==> config.mk <==
export PLATFORM = sky130hd
export DESIGN_NAME = rv32i_writeback_arbiter
export DESIGN_NICKNAME = d
export VERILOG_FILES = /design/src/rtl/rv32i_writeback_arbiter_pkg.sv /design/src/rtl/rv32i_wb_fifo.sv /design/src/rtl/rv32i_writeback_arbiter.sv
export SDC_FILE = /design/constraint.sdc
export NUM_CORES = 1
export LEC_CHECK = 0
export ABC_AREA = 1
export ABC_CLOCK_PERIOD_IN_PS = 7500
export CORE_MARGIN = 1.5
export CORE_UTILIZATION = 30
export CTS_CLUSTER_DIAMETER = 50
export DETAILED_ROUTE_END_ITERATION = 7
export PLACE_DENSITY_LB_ADDON = 0.1
export SYNTH_ARGS = -nofsm -noshare
export SYNTH_HDL_FRONTEND = slang
export SYNTH_SLANG_ARGS = --single-unit
==> constraint.sdc <==
create_clock -name clk -period 7.5 [get_ports clk]
set_input_delay 1.5 -clock clk [delete_from_list [all_inputs] [get_ports clk]]
set_output_delay 1.5 -clock clk [all_outputs]
set_load 0.005 [all_outputs]
==> src/rtl/rv32i_writeback_arbiter_pkg.sv <==
// Shared widths, entry layout and address helpers for the RV32I writeback arbiter.
package rv32i_writeback_arbiter_pkg;

  localparam int REG_ADDR_W = 5;
  localparam int XLEN       = 32;
  localparam int ENTRY_W    = REG_ADDR_W + XLEN;

  typedef struct packed {
    logic [REG_ADDR_W-1:0] rd;
    logic [XLEN-1:0]       data;
  } wb_entry_t;

  typedef enum logic [1:0] {
    SRC_NONE,
    SRC_ALU,
    SRC_FIFO
  } wb_src_e;

  // RV32E only has x0..x15, so the top address bit is forced low.
  function automatic logic [REG_ADDR_W-1:0] mask_reg(input logic [REG_ADDR_W-1:0] addr,
                                                     input int reg_num);
    logic [REG_ADDR_W-1:0] m;
    m = addr;
    if (reg_num == 16) m[REG_ADDR_W-1] = 1'b0;
    return m;
  endfunction

endpackage

==> src/rtl/rv32i_wb_fifo.sv <==
// Small synchronous FIFO for long-latency results; pointers carry one extra
// wrap bit so full and empty are told apart by comparing the MSBs.
module rv32i_wb_fifo
  import rv32i_writeback_arbiter_pkg::*;
#(
  parameter int DEPTH = 2,
  parameter int WIDTH = ENTRY_W
) (
  input  logic             clk,
  input  logic             rst_n,
  input  logic             push,
  input  logic [WIDTH-1:0] wdata,
  input  logic             pop,
  output logic [WIDTH-1:0] rdata,
  output logic             full,
  output logic             empty
);

  localparam int AW = $clog2(DEPTH);

  logic [AW:0]      wptr;
  logic [AW:0]      rptr;
  logic [WIDTH-1:0] mem [DEPTH];
  logic             do_push;
  logic             do_pop;

  assign do_push = push && !full;
  assign do_pop  = pop && !empty;
  assign empty   = (wptr == rptr);
  assign full    = (wptr[AW] != rptr[AW]) && (wptr[AW-1:0] == rptr[AW-1:0]);
  assign rdata   = mem[rptr[AW-1:0]];

  always_ff @(posedge clk or negedge rst_n) begin
    if (!rst_n) begin
      wptr <= '0;
      rptr <= '0;
    end else begin
      if (do_push) wptr <= wptr + 1'b1;
      if (do_pop)  rptr <= rptr + 1'b1;
    end
  end

  // Storage needs no reset: the pointers alone decide what is valid.
  always_ff @(posedge clk) begin
    if (do_push) mem[wptr[AW-1:0]] <= wdata;
  end

endmodule

==> src/rtl/rv32i_writeback_arbiter.sv <==
// Merges ALU and long-latency results onto the single register-file write port,
// tracks pending long-latency destinations and offers same-cycle bypass.
module rv32i_writeback_arbiter
  import rv32i_writeback_arbiter_pkg::*;
#(
  parameter int REG_NUM    = 32,
  parameter int FIFO_DEPTH = 2
) (
  input  logic        clk,
  input  logic        rst_n,
  input  logic        alu_valid,
  input  logic [4:0]  alu_rd,
  input  logic [31:0] alu_data,
  input  logic        lsu_valid,
  output logic        lsu_ready,
  input  logic [4:0]  lsu_rd,
  input  logic [31:0] lsu_data,
  input  logic        pend_set,
  input  logic [4:0]  pend_rd,
  input  logic [4:0]  dec_rs1,
  input  logic [4:0]  dec_rs2,
  input  logic [4:0]  dec_rd,
  output logic        hazard_stall,
  output logic        rs1_fwd_valid,
  output logic [31:0] rs1_fwd_data,
  output logic        rs2_fwd_valid,
  output logic [31:0] rs2_fwd_data,
  output logic [4:0]  rd_addr,
  output logic [31:0] rd_data,
  output logic        rd_we,
  output logic        busy
);

  logic [4:0]  alu_rd_m, lsu_rd_m, pend_rd_m, rs1_m, rs2_m, drd_m;
  logic [31:0] pending, pending_next;
  wb_entry_t   push_entry, head, sel;
  wb_src_e     src;
  logic        fifo_full, fifo_empty, push, pop;

  assign alu_rd_m  = mask_reg(alu_rd, REG_NUM);
  assign lsu_rd_m  = mask_reg(lsu_rd, REG_NUM);
  assign pend_rd_m = mask_reg(pend_rd, REG_NUM);
  assign rs1_m     = mask_reg(dec_rs1, REG_NUM);
  assign rs2_m     = mask_reg(dec_rs2, REG_NUM);
  assign drd_m     = mask_reg(dec_rd, REG_NUM);

  // Ready comes only from registered occupancy, so a drain cannot open a slot early.
  assign lsu_ready       = !fifo_full;
  assign push            = lsu_valid && !fifo_full;
  assign push_entry.rd   = lsu_rd_m;
  assign push_entry.data = lsu_data;

  rv32i_wb_fifo #(
    .DEPTH (FIFO_DEPTH),
    .WIDTH (ENTRY_W)
  ) u_fifo (
    .clk   (clk),
    .rst_n (rst_n),
    .push  (push),
    .wdata (push_entry),
    .pop   (pop),
    .rdata (head),
    .full  (fifo_full),
    .empty (fifo_empty)
  );

  // ALU results own the write slot; the FIFO head only drains in idle ALU cycles.
  always_comb begin
    src = SRC_NONE;
    sel = '0;
    if (alu_valid) begin
      src      = SRC_ALU;
      sel.rd   = alu_rd_m;
      sel.data = alu_data;
    end else if (!fifo_empty) begin
      src = SRC_FIFO;
      sel = head;
    end
  end

  assign pop = (src == SRC_FIFO);

  // Clear first, then set, so a new issue to the same register survives the drain.
  always_comb begin
    pending_next = pending;
    if (pop) pending_next[head.rd] = 1'b0;
    if (pend_set && (pend_rd_m != '0)) pending_next[pend_rd_m] = 1'b1;
  end

  always_ff @(posedge clk or negedge rst_n) begin
    if (!rst_n) begin
      pending <= '0;
      rd_we   <= 1'b0;
      rd_addr <= '0;
      rd_data <= '0;
    end else begin
      pending <= pending_next;
      rd_we   <= (src != SRC_NONE) && (sel.rd != '0);
      if (src != SRC_NONE) begin
        rd_addr <= sel.rd;
        rd_data <= sel.data;
      end
    end
  end

  assign hazard_stall = ((rs1_m != '0) && pending[rs1_m]) ||
                        ((rs2_m != '0) && pending[rs2_m]) ||
                        ((drd_m != '0) && pending[drd_m]);

  assign rs1_fwd_valid = rd_we && (rd_addr == rs1_m) && (rs1_m != '0);
  assign rs1_fwd_data  = rs1_fwd_valid ? rd_data : '0;
  assign rs2_fwd_valid = rd_we && (rd_addr == rs2_m) && (rs2_m != '0);
  assign rs2_fwd_data  = rs2_fwd_valid ? rd_data : '0;

  assign busy = !fifo_empty || (pending != '0);

endmodule

### After elaboration in Yosys (flattened, before gate mapping)

Memory sizes are Yosys's and may differ from the RTL's.
Index checks and enable logic that the tools add are counted.

| operators by class | value |
|---|---|
| $lt $le $gt $ge | 7 |
| add/sub/neg operators | 2 |
| mux-type cells | 20 |
| bitwise gates (word level) | 3 |
| reductions and logical operators | 27 |
| eq/ne operators | 6 |

Operators with widths:

| kind | number |
|---|---|
| $mux W32 | 4 |
| $mux W37 | 2 |
| $and A32 B32 Y32 | 1 |
| $not A32 Y32 | 1 |
| $or A32 B32 Y32 | 1 |
| $reduce_bool A32 Y1 | 1 |
| $lt A5 B6 Y1 const B | 5 |
| $reduce_bool A5 Y1 | 5 |
| $bmux W1 S5 | 3 |
| $logic_and A1 B1 Y1 | 15 |
| $demux W1 S5 | 2 |
| $eq A5 B5 Y1 | 2 |
| $ge A5 B1 Y1 const B | 2 |
| $mux W1 | 7 |
| $add A2 B1 Y2 const B | 2 |
| $mux W2 | 2 |
| $logic_or A1 B1 Y1 | 3 |
| $eq A2 B2 Y1 | 1 |
| $eq A2 B2 Y1 const B | 1 |
| $logic_not A1 Y1 | 2 |
| $reduce_bool A2 Y1 | 1 |
| $eq A1 B1 Y1 | 1 |
| $ne A1 B1 Y1 | 1 |

| word-level totals | value |
|---|---|
| memories kept | 1 |
| output and inout bits | 107 |
| bits of input ports | 99 |
| memory bits (writable) | 74 |
| bits in registers | 74 |
| logic and storage cells | 72 |

Memories:

| memory | depth | width | rd ports | clocked after memory_dff | wr ports | line | RTL |
|---|---|---|---|---|---|---|---|
| u_fifo.mem | 2 | 37 | 1 | 0 | 1 | rv32i_wb_fifo.sv:23 | `logic [WIDTH-1:0] mem [DEPTH];` |

### Depth between registers and ports, before layout

An unclocked memory read counts as a cell.

| logic depth | value |
|---|---|
| depth after elaboration | 10 |
| gate-level depth with buffers | 11 |
| depth with buffers taken out | 11 |

### By module

Synthesis repeated with hierarchy kept, for this count alone.

| second synthesis, totals | value |
|---|---|
| cell total of the unflattened synthesis | 929 |
| area total of the unflattened synthesis | 7860.0 sq um |

By module, submodules not included:

| module | cells each | instances | area an instance (sq um) | seq. area each (sq um) |
|---|---|---|---|---|
| rv32i_writeback_arbiter | 695 | 1 | 4912.2 | 1751.7 |
| rv32i_wb_fifo | 234 | 1 | 2947.8 | 2322.2 |

### Worst setup path after synthesis

Ideal clock, no wire load.

| timing path | value |
|---|---|
| kind | input -> output |
| from | input port dec_rs1[0] |
| to | output port hazard_stall |
| cell stages on the path | 11 |
| path slack | 3483 ps |
| buffers on the path | 2 |
| data required time | 6000 ps |
| arrival time | 2517 ps |
| path through | buf_2 -> clkinv_1 -> buf_2 -> nand2_1 -> nand3_1 -> nand3_1 -> nand2_1 -> nand2_1 -> nand3_1 -> nand3_1 -> nand3_1 |

| between the ends | value |
|---|---|
| word-level cells in the longest chain between the ends | 5 |
| elaborated cells between the ends (all ways) | 6 |
| classes of those cells | mux (2); reduce/logical (4) |

RTL lines:

| element | line | RTL |
|---|---|---|
| start, declared | rv32i_writeback_arbiter.sv:20 | `input logic [4:0] dec_rs1,` |
| $bmux W1 S5 | rv32i_writeback_arbiter.sv:106 | `assign hazard_stall = ((rs1_m != '0) && pending[rs1_m]) \|\|` |
| $mux W1 (not written as such) | rv32i_writeback_arbiter.sv:106 |  |
| $logic_and A1 B1 Y1 (*) | rv32i_writeback_arbiter.sv:106 |  |
| $logic_or A1 B1 Y1 (*) | rv32i_writeback_arbiter.sv:106 |  |
| $logic_or A1 B1 Y1 (*) | rv32i_writeback_arbiter.sv:107 | `((rs2_m != '0) && pending[rs2_m]) \|\|` |
| end, declared | rv32i_writeback_arbiter.sv:23 | `output logic hazard_stall,` |

Every way passes the cells marked *; elsewhere a longest branch is shown, timed or not. The select of a mux whose other input is x is not followed.

### Final worst setup path

| timing path | value |
|---|---|
| from | input port dec_rs1[0] |
| to | output port rs1_fwd_data[28] |

| between the ends | value |
|---|---|
| word-level cells in the longest chain between the ends | 4 |
| elaborated cells between the ends (all ways) | 5 |
| classes of those cells | eq/ne (1); mux (1); reduce/logical (3) |

RTL lines:

| element | line | RTL |
|---|---|---|
| $eq A5 B5 Y1 | rv32i_writeback_arbiter.sv:110 | `assign rs1_fwd_valid = rd_we && (rd_addr == rs1_m) && (rs1_m != '0);` |
| $logic_and A1 B1 Y1 | rv32i_writeback_arbiter.sv:110 |  |
| $logic_and A1 B1 Y1 (*) | rv32i_writeback_arbiter.sv:110 |  |
| $mux W32 (*) | rv32i_writeback_arbiter.sv:111 | `assign rs1_fwd_data = rs1_fwd_valid ? rd_data : '0;` |
| end, declared | rv32i_writeback_arbiter.sv:25 | `output logic [31:0] rs1_fwd_data,` |

Every way passes the cells marked *; elsewhere a longest branch is shown, timed or not.

==> flow_summary_export.csv <==
group,metric,value,unit
run_status,status,"completed",
floorplanning,rows,57,
final_layout,fillers,2467,
synthesis,synth-compound-area-share,10.8,%
sta,min_period,5.80,ns
sta,timing.hold.ws,0.485,ns
cts,cts_buffer_depth,2,
hold_path,hold_start,"u_fifo.rptr[1]",
grt,gr-total-overflow,0,
hold_path,hold_depth,1,
detailed_routing,firstDrtPassIters,5,
place,place_area,9740,um^2
cts,clk_latency,0.42,ns
sta,slew_viol_final,0,
sta,rsz0062_at_grt,"no",
detailed_routing,vias_per_cell,4.71,
sta,final.setup_skew,0.0130,ns
place,dp_hpwl,16.4,mm
synthesis,synth_edf_count,74,
synthesis,ys_ff_latch,148,
synthesis,synth_top_family_by_area,"simple AND/OR/NAND/NOR gates",
floorplanning,die_y,160,um
detailed_routing,drtAntennaViolNets,0,
synthesis,async_flop_share,50.0,%
power,power.density,359,nW/um^2
sta,hold_violations,0,
final_layout,multi_input_area,2870,um^2
critical_path,worstPathRequired,6.00,ns
final_layout,syn_to_final_growth,39.5,%
critical_path,r2r-start,"u_fifo.rptr[0]",
cts,hold_buffers,0,
cts,root_buffer,"clkbuf_16",
cts,cts_tree,"done",
grt,grt_first_pass_wirelength,37.8,mm
cts,clock-sinks,148,
detailed_routing,wire_per_inst,16.6,um
synthesis,ys_types,33,
final_layout,register_area,4070,um^2
cts,htree_levels,4,
synthesis,netlist_area,7370,um^2
floorplanning,coreArea,24200,um^2
critical_path,r2r.worst_path.cells,9,
cts,path_clk_slew,0.06,ns
critical_path,worstSetupStartpointType,"input pin",
cts,numCtsBuffers,17,
floorplanning,die_area,25500,um^2
floorplanning,ios,206,
grt,antenna_found_initial,3,
synthesis,synth-adder-area-share,0,%
detailed_routing,wirelength,23.5,mm
floorplanning,die_w,160,um
final_layout,design_area,10300,um^2
synthesis,synth_seq_area_share,55.2,%
synthesis,yosysWarnings,0,
power,peakVddDrop,0.142,mV
synthesis,syn_inst,884,
critical_path,critPathArrivalTime,4.30,ns
sta,max_slew_margin,34.2,%
grt,grt_pass1_vias,6747,
synthesis,yosys.area_share.simple,27.0,%
cts,post_cts_resized,0,
sta,setup-violations-final,0,
sta,fin_tns_setup,0,ns
flow_run,drv_cap,0,
detailed_routing,drt_iter0_drc,358,
synthesis,synth_mux_area_share,0,%
sta,fmax,172,MHz
power,p_leak,4.27,nW
synthesis,synth.avg_cell_area,8.34,um^2
cts,post-cts-setup-buffers,0,
place,portBuffers,205,
hold_path,hold_path_class,"flip-flop to flip-flop",
sta,tightest_slew,0.983,ns
place,dp_cells,1384,
floorplanning,start_util,30.4,%
grt,grt_max_degree,53,
detailed_routing,route.detailed.drc,0,
critical_path,endpoint_kind,"output pin",
final_layout,final_cell_count_no_fill,1417,
synthesis,syn-num-nets,983,
critical_path,critical_path_class,"input pin to output pin",
hold_path,min_to,"u_fifo.rptr[1]",
place,gp_congestion,0.862,
detailed_routing,vias,6667,
critical_path,r2r_end,"pending[2]",
final_layout,final_layout_size_suffix_gt1_share,5.49,%
power,finalPower,3.69,mW
final_layout,nNetsFinal,1178,
synthesis,synth_xor_area_share,0.950,%
critical_path,worstPathMaxFanout,33,
grt,gr-usage-all-layers,19.0,%
synthesis,synthFlopType,"edfxtp_1",
critical_path,ff2ff_setup_slack,4.99,ns
sta,period_share,77.3,%
==> report_power, final <==
| part | internal (mW) | switching, mW |
|---|---|---|
| sequential | 1.20 | 0.291 |
| clock | 0.432 | 0.359 |
| combinational | 0.582 | 0.832 |
| total | 2.21 | 1.48 |
==> routing by layer <==
layer  share of wire [%]  GRT usage, %  up-vias
met1                  47          25.9     3078
met3                 7.8          5.79       31
li1                    -             -     3324
met5                0.14             0        -
met4                 2.0          5.90        4
met2                  44          29.0      230
==> logic make-up after synthesis <==
group | count (synthesis)
and+or+nand+nor | 478
DFF | 148
AOI/OAI and AO/OA | 135
buffers and inverters | 115
xor gates and xnor gates | 8
==> worst max-delay path, cell delays in order <==
cell and delay (ns):
clkdlybuf4s50_1 0.88, clkinv_1 0.58, nand3_1 0.28, nand4_1 0.10, buf_4 0.25, nor2_1 0.15
clkdlybuf4s50_1 0.52
==> final cells by class <==
cell class,count,area share (%)
clock buffers,17,4.13
multi-input cells,621,27.9
flip-flops and latches,148,39.6
diodes,1,0.0243
inverters,79,2.88
repair buffers,212,20.4
well taps,324,3.94
clock inverters,15,1.18
==> worst max path at each step <==
stage	from	end	cells after the start
after CTS	dec_rs1[0]	rs1_fwd_data[28]	7
final	dec_rs1[0]	rs1_fwd_data[28]	7
after global placement	dec_rs1[0]	rs1_fwd_data[22]	7
after floorplan	dec_rs1[0]	hazard_stall	11
after global routing	dec_rs1[0]	rs1_fwd_data[28]	7
after detailed placement	dec_rs1[0]	rs1_fwd_data[29]	7
==> sequential cells by signal, summed over array words and instances, names as in the netlist <==
name         flops
rd_data         32
u_fifo.wptr      2
rd_we            1
u_fifo.mem      74
rd_addr          5
pending         32
u_fifo.rptr      2
==> synthesized netlist by cell type, drive strengths merged (7+ instances only) <==
cell type | n | area, um^2
a21oi | 8 | 40.0
a22oi | 10 | 75.1
buf | 13 | 65.1
clkbuf | 23 | 86.3
dfrtp | 74 | 1850
edfxtp | 74 | 2220
inv | 77 | 289
nand2 | 295 | 1110
nand3 | 78 | 415
nand4 | 7 | 43.8
nor2 | 82 | 315
nor4 | 8 | 50.1
o211ai | 25 | 188
o21ai | 85 | 440
==> metrics by stage <==
| step | setup WS [ns] | utilization, % |
|---|---|---|
| 3_3_place_gp | 1.74 | 40.2 |
| 6_report | 1.70 | 42.4 |
| 4_1_cts | 1.71 | 42.4 |
| 3_5_place_dp | 1.72 | 40.2 |
| 2_1_floorplan | 3.48 | - |
| 5_1_grt | 1.48 | 42.4 |
==> placed cells by master (no fill, tap or decap), types with 6 or more instances in the layout <==
| master | n |
|---|---|
| clkbuf_16 | 17 |
| nand4_1 | 7 |
| nand3_1 | 76 |
| dfrtp_1 | 74 |
| nor4_1 | 8 |
| clkdlybuf4s50_1 | 203 |
| a22oi_1 | 10 |
| inv_2 | 6 |
| o21ai_1 | 29 |
| o21ai_0 | 52 |
| nor2_1 | 77 |
| a21oi_1 | 8 |
| inv_1 | 71 |
| nand2_1 | 292 |
| buf_4 | 8 |
| inv_6 | 6 |
| edfxtp_1 | 74 |
| o211ai_1 | 25 |
Power figures use the tool's default switching activity.
